[src/rtl/alu_seq.sv]
// alu_seq: instruction sequencer and 4 x 8-bit register file driving a
// registered 8-bit ALU as its initiator.
//
// The ALU has two-edge latency. It samples A/B/CTR on one edge and registers
// O on the next. The sequencer issues operands on the accept edge, waits out
// that latency, then writes the ALU result back to the destination register.
//
// Optional feature: define ALU_SEQ_LDI_EN to enable opcode 0010 (LDI, load
// immediate). When it is undefined, 0010 is rejected as illegal and in_imm
// is unused.
//
// state    | meaning
// ---------+-----------------------------------------------------------
// ST_IDLE  | in_ready high; accepts an instruction (LDI/illegal finish here)
// ST_ISSUE | operands on alu_a/alu_b/alu_ctr; the ALU samples them next edge
// ST_WAIT  | the ALU registers its result on the next edge
// ST_CAPT  | alu_o is valid; written back to R[rd] on the next edge
module alu_seq (
  input  logic       ck,
  input  logic       rstn,
  input  logic       in_valid,
  output logic       in_ready,
  input  logic [3:0] in_op,
  input  logic [1:0] in_rd,
  input  logic [1:0] in_rs1,
  input  logic [1:0] in_rs2,
  input  logic [7:0] in_imm,
  output logic [7:0] alu_a,
  output logic [7:0] alu_b,
  output logic [3:0] alu_ctr,
  input  logic [7:0] alu_o,
  output logic [7:0] res,
  output logic       res_valid,
  output logic       err
);

  typedef enum logic [1:0] {
    ST_IDLE  = 2'd0,
    ST_ISSUE = 2'd1,
    ST_WAIT  = 2'd2,
    ST_CAPT  = 2'd3
  } state_t;

  typedef enum logic [1:0] {
    K_ALU = 2'd0,
    K_LDI = 2'd1,
    K_ILL = 2'd2
  } kind_t;

  state_t     state;
  kind_t      kind;
  logic [7:0] regs [4];
  logic [1:0] rd_q;

  logic       accept;
  logic       wr_en;
  logic [1:0] wr_idx;
  logic [7:0] wr_data;
  logic [7:0] imm_data;

`ifdef ALU_SEQ_LDI_EN
  assign imm_data = in_imm;
`else
  // Immediate has no consumer in this build; fold it away explicitly.
  logic unused_imm;
  assign unused_imm = ^in_imm;
  assign imm_data   = 8'h00;
`endif

  // An instruction is taken only while idle; in_valid during busy states is ignored.
  assign accept = (state == ST_IDLE) && in_valid;

  // Classify the offered opcode as ALU operation, load-immediate or illegal.
  always_comb begin
    kind = K_ILL;
    casez (in_op)
      4'b0000, 4'b0001, 4'b1???: kind = K_ALU;
`ifdef ALU_SEQ_LDI_EN
      4'b0010:                   kind = K_LDI;
`endif
      default:                   kind = K_ILL;
    endcase
  end

  // Single register-file write port: LDI on the accept edge, ALU result on CAPT.
  always_comb begin
    wr_en   = 1'b0;
    wr_idx  = rd_q;
    wr_data = alu_o;
    if (state == ST_CAPT) begin
      wr_en   = 1'b1;
      wr_idx  = rd_q;
      wr_data = alu_o;
    end else if (accept && (kind == K_LDI)) begin
      wr_en   = 1'b1;
      wr_idx  = in_rd;
      wr_data = imm_data;
    end
  end

  // Register file R0..R3, cleared on reset, no hardwired entry.
  always_ff @(posedge ck or negedge rstn) begin
    if (!rstn) begin
      for (int i = 0; i < 4; i++) regs[i] <= 8'h00;
    end else if (wr_en) begin
      regs[wr_idx] <= wr_data;
    end
  end

  // Result reporting: res follows every write, res_valid/err are one-cycle pulses.
  always_ff @(posedge ck or negedge rstn) begin
    if (!rstn) begin
      res       <= 8'h00;
      res_valid <= 1'b0;
      err       <= 1'b0;
    end else begin
      res_valid <= wr_en;
      err       <= accept && (kind == K_ILL);
      if (wr_en) res <= wr_data;
    end
  end

  // Sequencer FSM with registered handshake and ALU operand outputs.
  always_ff @(posedge ck or negedge rstn) begin
    if (!rstn) begin
      state    <= ST_IDLE;
      in_ready <= 1'b1;
      alu_a    <= 8'h00;
      alu_b    <= 8'h00;
      alu_ctr  <= 4'h0;
      rd_q     <= 2'd0;
    end else begin
      case (state)
        ST_IDLE: begin
          // LDI and illegal ops complete here; only ALU ops leave IDLE.
          if (accept && (kind == K_ALU)) begin
            alu_a    <= regs[in_rs1];
            alu_b    <= regs[in_rs2];
            alu_ctr  <= in_op;
            rd_q     <= in_rd;
            state    <= ST_ISSUE;
            in_ready <= 1'b0;
          end
        end
        ST_ISSUE: begin
          state <= ST_WAIT;
        end
        ST_WAIT: begin
          state <= ST_CAPT;
        end
        ST_CAPT: begin
          state    <= ST_IDLE;
          in_ready <= 1'b1;
        end
        default: begin
          state    <= ST_IDLE;
          in_ready <= 1'b1;
        end
      endcase
    end
  end

endmodule

[config.mk]
export PLATFORM = sky130hd
export DESIGN_NAME = alu_seq
export DESIGN_NICKNAME = d
export VERILOG_FILES = /design/src/rtl/alu_seq.sv
export SDC_FILE = /design/constraint.sdc
export NUM_CORES = 1
export LEC_CHECK = 0
export ABC_AREA = 1
export CAP_MARGIN = 20
export CELL_PAD_IN_SITES_DETAIL_PLACEMENT = 1
export CELL_PAD_IN_SITES_GLOBAL_PLACEMENT = 1
export CORE_UTILIZATION = 38
export CTS_CLUSTER_DIAMETER = 30
export CTS_CLUSTER_SIZE = 24
export DETAILED_ROUTE_END_ITERATION = 16
export HOLD_SLACK_MARGIN = 0.08
export PLACE_DENSITY_LB_ADDON = 0.1
export SLEW_MARGIN = 10
export SYNTH_ARGS = -nofsm -noshare
export SYNTH_HDL_FRONTEND = slang
export SYNTH_SLANG_ARGS = --single-unit
export TNS_END_PERCENT = 30
[constraint.sdc]
create_clock -name ck -period 1.6 [get_ports ck]
set_clock_uncertainty 0.1 [all_clocks]
set_input_delay 0.16 -clock ck [delete_from_list [all_inputs] [get_ports ck]]
set_output_delay 0.16 -clock ck [all_outputs]
set_load 0.05 [all_outputs]
# ---- Word level (Yosys, flattened, before mapping)
# Cells that the tools add are included.
dict set report word_totals {
  register_bits 67
  inputBits 29
  output_inout_bits 31
  elab_cells 59
}
dict set report op_classes {
  order_cmp 4
  eq_ne 7
  mux 20
  bitwise_logic 3
  reduce_logical 12
}
# cell n
set ops {}
lappend ops {{$mux 8} 7}
lappend ops {{$bmux 8 s2} 2}
lappend ops {{$bwmux 32} 1}
lappend ops {{$demux 8 s2} 1}
lappend ops {{$ge 3x3->1 const B} 3}
lappend ops {{$not 2->3} 3}
lappend ops {{$mux 2} 4}
lappend ops {{$pmux 2 s4} 1}
lappend ops {{$eq 2x2->1 const B} 3}
lappend ops {{$logic_and 1x1->1} 5}
lappend ops {{$eq 2x1->1 const B} 2}
lappend ops {{$eq 4x1->1 const B} 1}
lappend ops {{$logic_not 2->1} 2}
lappend ops {{$logic_not 4->1} 1}
lappend ops {{$reduce_and 2->1} 2}
lappend ops {{$lt 3x1->1 const B} 1}
lappend ops {{$mux 1} 3}
lappend ops {{$reduce_or 3->1} 1}
lappend ops {{$ne 2x1->1 const B} 1}
lappend ops {{$pmux 1 s2} 1}
lappend ops {{$reduce_bool 2->1} 1}

# ---- Logic depth before layout (Yosys ltp)
dict set report depth {
  ltp_word 13
  ltp_mapped 9
  depth_no_buf 8
}

# ---- Least setup slack after synthesis
# Ideal clock, no wire load.
dict set report synth_timing {
  path_type {register to register}
  from {register state[0]}
  to {register alu_a[0]}
  setup_ps 66
  arrival_time_ps 1245
  required_time_ps 1434
  setup_slack_ps 189
  path_stages_with_launch 10
  n_path_buf 1
  period_less_slack_ps 1411
  path_cell_list {dfrtp_1 -> inv_1 -> ha_1 -> nand2_1 -> inv_1 -> nand2_2 -> inv_2 -> buf_2 -> nand2_1 -> nand2_1}
}
dict set report synth_via {
  elab_chain_len 4
}
# element line_no
set synth_rtl {}
lappend synth_rtl {{start, declared} 50} ;# state_t state;
lappend synth_rtl {{start signal, assigned} 126} ;# state <= ST_IDLE;
lappend synth_rtl {{start signal, assigned} 141} ;# state <= ST_ISSUE;
lappend synth_rtl {{start signal, assigned} 146} ;# state <= ST_WAIT;
lappend synth_rtl {{$logic_not 2->1 *} {71, 133}}
lappend synth_rtl {{$logic_and 1x1->1} 71} ;# assign accept = (state == ST_IDLE) && in_valid;
lappend synth_rtl {{$logic_and 1x1->1} 136} ;# if (accept && (kind == K_ALU)) begin
lappend synth_rtl {{$reduce_and 2->1 (no line) *} --}
lappend synth_rtl {{end signal, assigned} 137} ;# alu_a <= regs[in_rs1];
lappend synth_rtl {{end, declared} 28} ;# output logic [7:0] alu_a,
# Mark *: on every way between the ends. The rest lies on a longest branch, timed or not.
# A chain may end at the register's enable or synchronous reset.

# ---- Final worst setup path
dict set report layout_timing {
  from {register state[0]}
  to {register in_ready}
}
dict set report layout_via {
  elab_chain_len 5
  word_cells_on_any_way 8
  classes_between {eq/ne: 2; mux: 1; reduce/logical: 5}
}
# element line_no
set layout_rtl {}
lappend layout_rtl {{$logic_not 2->1} {71, 133}}
lappend layout_rtl {{$logic_and 1x1->1} 71}
lappend layout_rtl {{$logic_and 1x1->1} 136}
lappend layout_rtl {{$ne 2x1->1 (no line)} --}
lappend layout_rtl {{$reduce_and 2->1 (no line)} --}
lappend layout_rtl {{end signal, assigned} 142} ;# in_ready <= 1'b0;
lappend layout_rtl {{end signal, assigned} 153} ;# in_ready <= 1'b1;
lappend layout_rtl {{end signal, assigned} 157} ;# in_ready <= 1'b1;
lappend layout_rtl {{end, declared} 22} ;# output logic in_ready,
# Parallel ways exist; a longest one is shown, timed or not.

==> flow_summary.ini <==
[route]
ant_nets = 0
vias = 2832
routed_wl_mm = 8.42
drtIter0Drc = 80
drc = 0
wl_per_cell_um = 14.3
drtPass1Iterations = 4
viasPerCell = 4.82

[timing]
setup_tns_ns = 0
setup_violations = 0
tightest_slew_ns = 0.300
fin_crit_sh = 0.921
grt_setup_unrepaired = no
period_needed_ns = 1.47
max-slew-margin-rel = 0.799
hold_viol = 0
max_freq_ghz = 0.678
slew_viol_final = 0

[job]
cap_violations = 0

[critical_path]
end_kind = flip-flop
cp.required_ns = 1.79
rr_endpoint = in_ready
critPathLaunchType = flip-flop
reg2regPathDepth = 9
crit_path_start = state[0]
cp_max_fo = 7
reg2reg_slack_ns = 0.13
crit_type = reg -> reg
r2r_start = state[0]
crit_arrival_ns = 1.67
crit_end = in_ready

[power_and_ir_drop]
leakage_uw = 0.00223
max-vdd-ir-drop_v = 0.00107
powerDensity_nw_per_um2 = 2110
finalPower_uw = 8640

[synthesis]
yosysWarnings = 0
synth_area_um2 = 3180
ys_seq_area_frac = 0.528
synth_nets = 449
ys_ff_latch = 67
synth_cell_types = 18
synth.avg_cell_area_um2 = 7.63
netlist_instances = 416

[clock_network]
htree_levels = 3
clock-sinks = 67
cts_root_buf = clkbuf_8
cts_tree = yes
cts_buffers = 9
clk_latency_ns = 0.35
cts_buffer_depth = 2
clkSlewWorstSetupHoldPaths_ns = 0.08

[place]
dp_cells = 567
placed_area_um2 = 3850
dp_hpwl_mm = 5.95
gp_congestion = 0.746
numPortBuffers = 51

[final_layout]
areaGrowthSynthToFinish_pct = 29.0
final_layout_size_suffix_gt1_frac = 0.158
stdcell_area_um2 = 4100
insertedDiodeCount = 0
final_util = 0.519
nNetsFinal = 514
final_cells = 588

[global_routing]
grt_max_degree = 45
grt_overflow = 0
track_usage = 0.208
grt_pass1_vias = 2773
grt_pass1_wl_mm = 14.0
antenna_found_initial = 0

[floorplan]
start_util = 0.403
core_region_area_um2 = 7890
rows = 32
num_io_pins = 60
die_x_um = 93.4
die-area_um2 = 8730
die_h_um = 93.4

[status]
outcome = finished, final reports clean

[hold_path]
hold_path_class = in -> async
[cell usage in the layout (no fill, tap or decap)]
| cell type | count |
|---|---|
| a21oi_1 | 8 |
| buf_12 | 8 |
| buf_2 | 1 |
| buf_4 | 42 |
| buf_8 | 1 |
| clkbuf_1 | 1 |
| clkbuf_8 | 10 |
| clkdlybuf4s50_1 | 19 |
| clkinv_2 | 3 |
| clkinvlp_4 | 2 |
| dfrtp_1 | 66 |
| dfstp_2 | 1 |
| dlygate4sd3_1 | 1 |
| ha_1 | 2 |
| ha_2 | 2 |
| inv_1 | 49 |
| inv_2 | 1 |
| inv_4 | 1 |
| nand2_1 | 184 |
| nand2_2 | 1 |
| nand2_4 | 1 |
| nand3_1 | 36 |
| nand3_4 | 2 |
| nor2_1 | 9 |
| o21ai_0 | 33 |
| o21ai_1 | 1 |
| or2_2 | 1 |
[how the worst min path moves through the flow]
stage | to | slack (ns) | cells past startpoint
after global routing | rd_q[0] | 0.24 | 3
after global placement | regs[30] | 0.06 | 2
after detailed placement | alu_b[5] | 0.07 | 2
after CTS | alu_b[5] | 0.23 | 3
final | alu_b[5] | 0.23 | 3
after floorplan | alu_a[0] | -0.24 | 0
[flip-flops by register name (all words and copies together), names as in the netlist]
| register | cells |
|---|---|
| regs | 32 |
| res_valid | 1 |
| in_ready | 1 |
| res | 8 |
| alu_ctr | 4 |
| rd_q | 2 |
| state | 2 |
| alu_a | 8 |
| err | 1 |
| alu_b | 8 |
[synth_stat cells (all sizes together)]
master,count,area share
or2,1,0.0020
dfrtp,66,0.52
o21ai,34,0.054
nand2,186,0.22
ha,4,0.016
nor2,9,0.011
dfstp,1,0.0083
inv,51,0.060
a21oi,8,0.013
clkbuf,2,0.0024
nand3,38,0.065
buf,16,0.028
[routing by layer]
layer  global-route usage  part of all wire  wire, um  vias up
met4               0.0564            0.0097        82        0
met2                0.308              0.44      3710       60
li1                     -                 -         -     1398
met3               0.0463             0.038       319       10
met1                0.306              0.51      4300     1364
met5                    0                 0         0        -
[repair_timing]
action	in CTS	in global routing
endpoints found under the setup margin	3	41
pin swaps	0	0
setup buffers	0	4
gates resized for setup	1	8
hold endpoints to repair	67	0
hold buffers	1	0
[critical path: stages (launching register included)]
cell	delay, ns
dfrtp_1	0.42
inv_2	0.09
ha_2	0.19
nand2_1	0.06
inv_1	0.09
nand2_4	0.10
buf_12	0.17
nand2_2	0.07
nand2_1	0.06
nand2_1	0.07
[per-stage QoR]
step	setup WS (ns)	hold slack, ns
global route	0.00129	0.241
finish	0.126	0.230
floorplan	0.189	-0.236
CTS	0.0162	0.232
global placement	0.0522	0.0554
detailed placement	0.0137	0.0700
[cell type report]
type / count / area [um2]
tap: 102 / 128
fill: 976 / 3790
clock buffer: 11 / 141
multi-input combinational: 280 / 1230
inverter: 51 / 194
clock inverter: 5 / 30.0
timing repair buffer: 72 / 696
sequential: 67 / 1680
[where the power goes]
| group | internal, uW | switching [uW] |
|---|---|---|
| clock | 597 | 667 |
| sequential | 2540 | 531 |
| combinational | 1440 | 2870 |
| total | 4580 | 4070 |
[cells by family after synthesis]
kind of cell               synth area share
AOI/OAI and AO/OA                    0.0662
adders and majority gates            0.0158
buffers and inverters                0.0910
DFF                                   0.528
and+or+nand+nor                       0.299
(Power assumes the default switching activity.)
